--- src/rtl/receive_all_if.sv ---
// Request/Ack handshake bus between the sending board and receive_all.
// master = sender side, slave = receiver side.
interface receive_all_if;
    logic       Request_in;
    logic [5:0] inter_data_in;
    logic       Ack_out;

    modport master (output Request_in, output inter_data_in, input Ack_out);
    modport slave  (input Request_in, input inter_data_in, output Ack_out);
endinterface

--- src/rtl/receive_all.sv ---
// Interboard receiver: 4-phase Request/Ack on a 6-bit bus, collects six words per message,
// recognises the reserved reset word and aborts stalled transfers with a watchdog.
module receive_all #(
    parameter int SYNC_STAGES    = 2,
    parameter int TIMEOUT_CYCLES = 1000000
) (
    input  logic          clk,
    input  logic          rst,
    receive_all_if.slave  bus,
    output logic          recv_valid,
    output logic [3:0]    recv_msg_type,
    output logic [4:0]    recv_block_x,
    output logic [2:0]    recv_block_y,
    output logic [5:0]    recv_card,
    output logic [2:0]    recv_sel_len,
    output logic          recv_move_dir,
    output logic          interboard_rst_out,
    output logic          rx_error,
    output logic          busy
);
    localparam int             WDW     = $clog2(TIMEOUT_CYCLES) + 1;
    localparam logic [WDW-1:0] WD_LAST = WDW'(TIMEOUT_CYCLES - 1);
    localparam logic [5:0]     RST_WORD = 6'h3F;

    typedef enum logic {WAIT_REQ_UP, WAIT_REQ_DOWN} state_t;

    logic [SYNC_STAGES-1:0] sync_q;
    logic                   req_s;
    state_t                 state_q, state_d;
    logic [2:0]             idx_q, idx_d;
    logic [5:0][5:0]        shadow_q, shadow_d;
    logic [WDW-1:0]         wd_q, wd_d;
    logic                   ack_q;
    logic                   valid_q, valid_d;
    logic                   rstw_q, rstw_d;
    logic                   err_q, err_d;
    logic [3:0]             msg_type_q;
    logic [4:0]             block_x_q;
    logic [2:0]             block_y_q;
    logic [5:0]             card_q;
    logic [2:0]             sel_len_q;
    logic                   move_dir_q;

    assign req_s = sync_q[SYNC_STAGES-1];
    assign busy  = (idx_q != 3'd0) || (state_q == WAIT_REQ_DOWN);

    always_comb begin
        state_d  = state_q;
        idx_d    = idx_q;
        shadow_d = shadow_q;
        valid_d  = 1'b0;
        rstw_d   = 1'b0;
        err_d    = 1'b0;
        wd_d     = '0;
        case (state_q)
            WAIT_REQ_UP: begin
                if (req_s) begin
                    shadow_d[idx_q] = bus.inter_data_in;
                    state_d         = WAIT_REQ_DOWN;
                end
            end
            WAIT_REQ_DOWN: begin
                if (!req_s) begin
                    state_d = WAIT_REQ_UP;
                    if (idx_q == 3'd0 && shadow_q[0] == RST_WORD) begin
                        rstw_d = 1'b1;
                    end else if (idx_q == 3'd5) begin
                        idx_d   = 3'd0;
                        valid_d = 1'b1;
                    end else begin
                        idx_d = idx_q + 3'd1;
                    end
                end
            end
        endcase
        // A handshake transition in the expiry cycle wins; the count only runs while stalled.
        if (state_d == state_q && busy) begin
            if (wd_q == WD_LAST) begin
                state_d = WAIT_REQ_UP;
                idx_d   = 3'd0;
                err_d   = 1'b1;
            end else begin
                wd_d = wd_q + 1'b1;
            end
        end
    end

    always_ff @(posedge clk or negedge rst) begin
        if (!rst) begin
            sync_q     <= '0;
            state_q    <= WAIT_REQ_UP;
            idx_q      <= 3'd0;
            shadow_q   <= '0;
            wd_q       <= '0;
            ack_q      <= 1'b0;
            valid_q    <= 1'b0;
            rstw_q     <= 1'b0;
            err_q      <= 1'b0;
            msg_type_q <= '0;
            block_x_q  <= '0;
            block_y_q  <= '0;
            card_q     <= '0;
            sel_len_q  <= '0;
            move_dir_q <= 1'b0;
        end else begin
            sync_q   <= {sync_q[SYNC_STAGES-2:0], bus.Request_in};
            state_q  <= state_d;
            idx_q    <= idx_d;
            shadow_q <= shadow_d;
            wd_q     <= wd_d;
            ack_q    <= (state_d == WAIT_REQ_DOWN);
            valid_q  <= valid_d;
            rstw_q   <= rstw_d;
            err_q    <= err_d;
            if (valid_d) begin
                msg_type_q <= shadow_q[0][3:0];
                block_x_q  <= shadow_q[1][4:0];
                block_y_q  <= shadow_q[2][2:0];
                card_q     <= shadow_q[3];
                sel_len_q  <= shadow_q[4][2:0];
                move_dir_q <= shadow_q[5][0];
            end
        end
    end

    assign bus.Ack_out        = ack_q;
    assign recv_valid         = valid_q;
    assign interboard_rst_out = rstw_q;
    assign rx_error           = err_q;
    assign recv_msg_type      = msg_type_q;
    assign recv_block_x       = block_x_q;
    assign recv_block_y       = block_y_q;
    assign recv_card          = card_q;
    assign recv_sel_len       = sel_len_q;
    assign recv_move_dir      = move_dir_q;
endmodule
--- src/flat_wrapper.sv ---
// flat-port wrapper written by rule: the top's interface ports become plain ports
module receive_all_flat 
#(
    parameter int SYNC_STAGES    = 2,
    parameter int TIMEOUT_CYCLES = 1000000
)
  (clk, rst, recv_valid, recv_msg_type, recv_block_x, recv_block_y, recv_card, recv_sel_len, recv_move_dir, interboard_rst_out, rx_error, busy, bus_Request_in, bus_inter_data_in, bus_Ack_out);
  receive_all_if bus_i ();
  input  logic clk;
  input  logic rst;
  output logic recv_valid;
  output logic [3:0] recv_msg_type;
  output logic [4:0] recv_block_x;
  output logic [2:0] recv_block_y;
  output logic [5:0] recv_card;
  output logic [2:0] recv_sel_len;
  output logic recv_move_dir;
  output logic interboard_rst_out;
  output logic rx_error;
  output logic busy;
  input wire logic [$bits(bus_i.Request_in)-1:0] bus_Request_in;
  input wire logic [$bits(bus_i.inter_data_in)-1:0] bus_inter_data_in;
  output wire logic [$bits(bus_i.Ack_out)-1:0] bus_Ack_out;
  assign bus_i.Request_in = bus_Request_in;
  assign bus_i.inter_data_in = bus_inter_data_in;
  assign bus_Ack_out = bus_i.Ack_out;
  receive_all #(.SYNC_STAGES(SYNC_STAGES), .TIMEOUT_CYCLES(TIMEOUT_CYCLES)) u_core (.clk(clk), .rst(rst), .bus(bus_i), .recv_valid(recv_valid), .recv_msg_type(recv_msg_type), .recv_block_x(recv_block_x), .recv_block_y(recv_block_y), .recv_card(recv_card), .recv_sel_len(recv_sel_len), .recv_move_dir(recv_move_dir), .interboard_rst_out(interboard_rst_out), .rx_error(rx_error), .busy(busy));
endmodule
--- config.mk ---
export PLATFORM = sky130hd
export DESIGN_NAME = receive_all_flat
export DESIGN_NICKNAME = d
export VERILOG_FILES = /design/src/rtl/receive_all_if.sv /design/src/rtl/receive_all.sv /design/src/flat_wrapper.sv
export SDC_FILE = /design/constraint.sdc
export NUM_CORES = 1
export LEC_CHECK = 0
export CAP_MARGIN = 40
export CORE_MARGIN = 2
export CORE_UTILIZATION = 55
export DETAILED_ROUTE_END_ITERATION = 7
export PLACE_DENSITY = 0.88
export SLEW_MARGIN = 40
export SYNTH_ARGS = -nofsm -noshare
export SYNTH_HDL_FRONTEND = slang
export SYNTH_SLANG_ARGS = --single-unit
--- constraint.sdc ---
create_clock -name clk -period 2.33 [get_ports clk]
set_clock_uncertainty 0.05 [all_clocks]
set_input_delay 0.233 -clock clk [delete_from_list [all_inputs] [get_ports clk]]
set_output_delay 0.233 -clock clk [all_outputs]
set_load 0.005 [all_outputs]
After elaboration in Yosys (flattened, before gate mapping) --
Index checks and enable logic that the tools add are counted. Widths: inputs -> output; s select.
Operators by class: $add $sub $neg 2, magnitude comparators 2, eq/ne operators 4, multiplexer cells 23, bitwise logic cells 1, reductions and logical operators 7
Operator list (count):
- $mux 21 | 2
- $bwmux 36 | 1
- $add 21x1->21 const B | 1
- $eq 21x20->1 const B | 1
- $demux 6 s3 | 1
- $mux 3 | 6
- $mux 1 | 12
- $eq 6x6->1 const B | 1
- $mux 6 | 1
- $lt 3x4->1 const B | 1
- $add 3x1->3 const B | 1
- $eq 3x3->1 const B | 1
- $ge 3x1->1 const B | 1
- $logic_and 1x1->1 | 3
- $logic_not 3->1 | 1
- $reduce_bool 3->1 | 1
- $reduce_and 2->1 | 1
- $eq 1x1->1 | 1
- $logic_or 1x1->1 | 1
- $not 1->1 | 1
Storage, ports and cells: register bits after elaboration 88, input bits 9, output and inout port bits 27, word-level logic and storage cells 58

Longest topological paths before layout --
depth in word-level cells 7, mapped depth 6, mapped depth without buffers 6

Least setup slack after synthesis --
Ideal clock, no wire load.
path kind reg2reg, start register u_core.state_q, end register u_core.shadow_q[0] in the netlist's numbering, setup time 0.125 ns, arrival 1.552 ns, data required time 2.155 ns, slack 0.603 ns, stages on the path, launching flop included 6, buffers on the path 0, clock period less this slack 1.727 ns, cells stage by stage dfrtp_1 -> inv_1 -> ha_1 -> nor2b_1 -> nor3b_2 -> mux2_2
Between the ends: longest elaborated chain between the ends 2
Ends and longest elaborated chain:
- start: declaration | RTL line receive_all.sv:29 | state_t state_q, state_d;
- start signal: assignment | RTL line receive_all.sv:107 | state_q <= state_d;
- $not 1->1 (no source line)
- $reduce_and 2->1 (no source line)
- end signal: assignment | RTL line receive_all.sv:109 | shadow_q <= shadow_d;
- end: declaration | RTL line receive_all.sv:31 | logic [5:0][5:0] shadow_q, shadow_d;
No other way between the ends. A chain may end at the register's enable or synchronous reset.

Final worst setup path --
start register u_core.idx_q[2], end output port busy
Between the ends: longest elaborated chain between the ends 2
Ends and longest elaborated chain:
- start: declaration | RTL line receive_all.sv:30 | logic [2:0] idx_q, idx_d;
- start signal: assignment | RTL line receive_all.sv:108 | idx_q <= idx_d;
- $reduce_bool 3->1 | RTL line receive_all.sv:45 | assign busy = (idx_q != 3'd0) || (state_q == WAIT_REQ_DOWN);
- $logic_or 1x1->1 | RTL line receive_all.sv:45
- end: declaration | RTL line flat_wrapper.sv:20 | output logic busy;
No other way between the ends.

==> flow_metrics.py <==
metrics = {
    "status": {
        "status": "finished clean",
    },
    "placed_design": {
        "placed_area_mm2": 0.00361,
        "dp_hpwl_mm": 3.81,
        "gp_congestion": 0.768,
        "portBuffers": 35,
    },
    "die": {
        "die_x_um": 80.4,
        "ios": 36,
        "die_y_um": 80.4,
        "die_area_mm2": 0.00647,
        "initial_core_util": 0.576,
        "core_mm2": 0.00557,
        "rows": 27,
    },
    "detailed_routing": {
        "first_pass_iters": 4,
        "met1Wirelength_mm": 2.80,
        "drc_errors": 0,
        "topRoutingLayerUsed": "met4",
        "ant_nets": 0,
        "wl_per_cell_um": 16.3,
        "met3_length_um": 185,
        "wl_mm": 5.90,
        "viasPerCell": 5.53,
        "drtIter0Drc": 108,
        "wl_met2_mm": 2.82,
        "vias": 1995,
    },
    "synthesis": {
        "postSynthCellCount": 244,
        "yosysWarnings": 0,
        "syn_area_per_cell_um2": 13.2,
        "synth-seq-cells": 76,
        "synth_fp_nets": 255,
        "ys_seq_area_frac": 0.592,
        "yosys.cell_types.count": 38,
        "syn-cell-area_mm2": 0.00321,
    },
    "hold_path": {
        "hold_path_depth": 1,
        "hold_class": "in -> reg",
        "min-delay-start": "bus_Request_in",
        "whs_endpoint": "u_core.sync_q[0]",
    },
    "timing": {
        "layout_min_cycle_time_ns": 2.21,
        "final.setup.tns_ns": 0,
        "hold_viol": 0,
        "setup_viol": 0,
        "worst_pin_slew_ns": 0.665,
        "fin_crit_sh": 0.950,
        "slew_viol_final": 0,
        "slew_headroom": 0.557,
        "rsz0062_at_grt": "false",
        "fmax_ghz": 0.452,
    },
    "cells_and_area": {
        "antenna_cells": 0,
        "nets": 295,
        "layout_common_cells": "dfrtp_1 (76), mux2_2 (46), clkdlybuf4s50_1 (34)",
        "drive_above_1_share": 0.263,
        "area_growth_pct": 21.4,
        "design_area_mm2": 0.00390,
        "fillers": 373,
        "final_common_cell": "dfrtp_1",
    },
    "cts": {
        "clockBufferDepth": 2,
        "cts_resized": 0,
        "cts.sinks": 76,
        "htreeDepth": 3,
        "cts_root_buf": "clkbuf_8",
        "cts_tree": "yes",
        "path_clk_slew_ns": 0.08,
        "clk_latency_ns": 0.35,
        "cts_buffers": 9,
    },
    "worst_setup_path": {
        "r2r_setup_slack_ns": 0.31,
        "criticalPathCategory": "reg -> out",
        "critPathTopFamily": "simple AND/OR/NAND/NOR gates",
        "cp_cell_sequence": "or4_1 -> clkdlybuf4s50_1",
        "reg2reg_to": "u_core.shadow_q[5]",
        "crit_fanout": 11,
        "crit_buf_inv": 1,
        "worstPathArrival_ns": 1.93,
        "worstRegToRegCells": 5,
        "setup.worst_path.start": "u_core.idx_q[2]",
        "slowest_delay_ns": 0.60,
        "r2r_start": "u_core.state_q",
        "critical_path_required_ns": 2.05,
        "end_kind": "output port",
        "crit_slowest_cell": "or4_1",
        "start_kind": "flip-flop",
    },
    "grt": {
        "grt_antenna_before_repair": 0,
        "grt_max_degree": 77,
        "grt_pass1_wl_mm": 9.80,
        "grt_pass1_vias": 2012,
        "gr-usage-all-layers": 0.204,
        "overflow": 0,
    },
    "pwr": {
        "power.density_mw_per_mm2": 1110,
        "leakagePower_nw": 1.72,
        "vdd_drop_max_mv": 0.765,
    },
    "job": {
        "max-cap-violations": 0,
    },
}
## how the worst max path moves through the flow
| stage | endpoint | slack (ns) | cells past startpoint |
|---|---|---|---|
| floorplan | u_core.shadow_q[0] | 0.60 | 5 |
| global placement | u_core.wd_q[13] | 0.45 | 4 |
| detailed placement | u_core.wd_q[7] | 0.35 | 4 |
| CTS | busy | 0.11 | 2 |
| global route | busy | 0.06 | 2 |
| finish | busy | 0.12 | 2 |
## sequential cells by signal (all words and copies together), names as in the netlist
register / cells
u_core.wd_q: 21
u_core.interboard_rst_out: 1
u_core.recv_move_dir: 1
u_core.recv_block_y: 3
u_core.recv_msg_type: 4
u_core.state_q: 1
u_core.shadow_q: 24
u_core.idx_q: 3
u_core.sync_q: 2
u_core.recv_block_x: 5
u_core.recv_sel_len: 3
u_core.recv_card: 6
u_core.recv_valid: 1
u_core.rx_error: 1
## timing repair
action,CTS,global route
endpoints found under the hold margin,76,0
buffers inserted,0,0
hold buffers,1,0
## cell usage after synthesis (all sizes together)
master | number | share of area
or4 | 5 | 0.013
xor2 | 10 | 0.027
inv | 2 | 0.0023
o31ai | 3 | 0.0070
and2 | 2 | 0.0039
and4 | 2 | 0.0062
nor4 | 1 | 0.0019
and3b | 1 | 0.0027
nor2b | 4 | 0.0078
buf | 6 | 0.018
nand2 | 11 | 0.015
o21ai | 5 | 0.0078
xnor2 | 2 | 0.0055
or3 | 5 | 0.0097
ha | 2 | 0.0078
nand4 | 7 | 0.020
nand3 | 10 | 0.016
nor3b | 2 | 0.0078
o21bai | 1 | 0.0035
nor2 | 17 | 0.020
mux2 | 46 | 0.16
a21oi | 9 | 0.015
mux2i | 1 | 0.0031
nor4bb | 1 | 0.0031
dfrtp | 76 | 0.59
clkbuf | 4 | 0.0051
and3 | 3 | 0.0058
nand3b | 1 | 0.0023
nor3 | 5 | 0.0093
## stage by stage
stage	std cells	hold slack, ns	util	total power, W	worst slack (ns)
6_report	361	0.273	0.699	0.00432	0.117
5_1_grt	361	0.276	0.699	0.00453	0.0617
4_1_cts	361	0.260	0.698	0.00435	0.107
3_5_place_dp	344	0.248	0.648	0.00300	0.348
3_3_place_gp	344	0.286	0.647	0.00293	0.445
2_1_floorplan	244	-0.113	-	0.00250	0.603
## routing by layer
layer  vias to the layer above  GRT usage
met5                         -          0
met4                         0     0.0831
met3                         9     0.0506
met2                        34      0.304
met1                      1005      0.288
li1                        947          -
## power by group
group          switching (W)  internal [W]  total, W
Clock               0.000477      0.000851   0.00133
Sequential          0.000284       0.00172   0.00201
Combinational       0.000335      0.000646  0.000982
## cell families after synthesis
logic type	Yosys count	synth area share
and+or+nand+nor	77	0.145
xor gates and xnor gates	12	0.0327
DFF	76	0.592
adders and majority gates	2	0.00779
AOI/OAI and AO/OA	18	0.0335
muxes	47	0.164
buffers and inverters	12	0.0249
## worst register-to-register path, stage by stage (launching register included)
cell	delay, ns
dfrtp_1	0.42
inv_1	0.07
ha_1	0.18
nor2b_1	0.26
nor3b_2	0.52
mux2_2	0.41
## cell type report
type / instances / area, um2 / share of cell area
flip-flops and latches: 76 / 1900 / 0.488
multi-input cells: 156 / 1240 / 0.319
repair buffers: 39 / 384 / 0.0985
clock buffers: 10 / 138 / 0.0353
clock inverters: 6 / 134 / 0.0343
well taps: 72 / 90.1 / 0.0231
inverters: 2 / 7.51 / 0.00193
(Power assumes the default switching activity.)
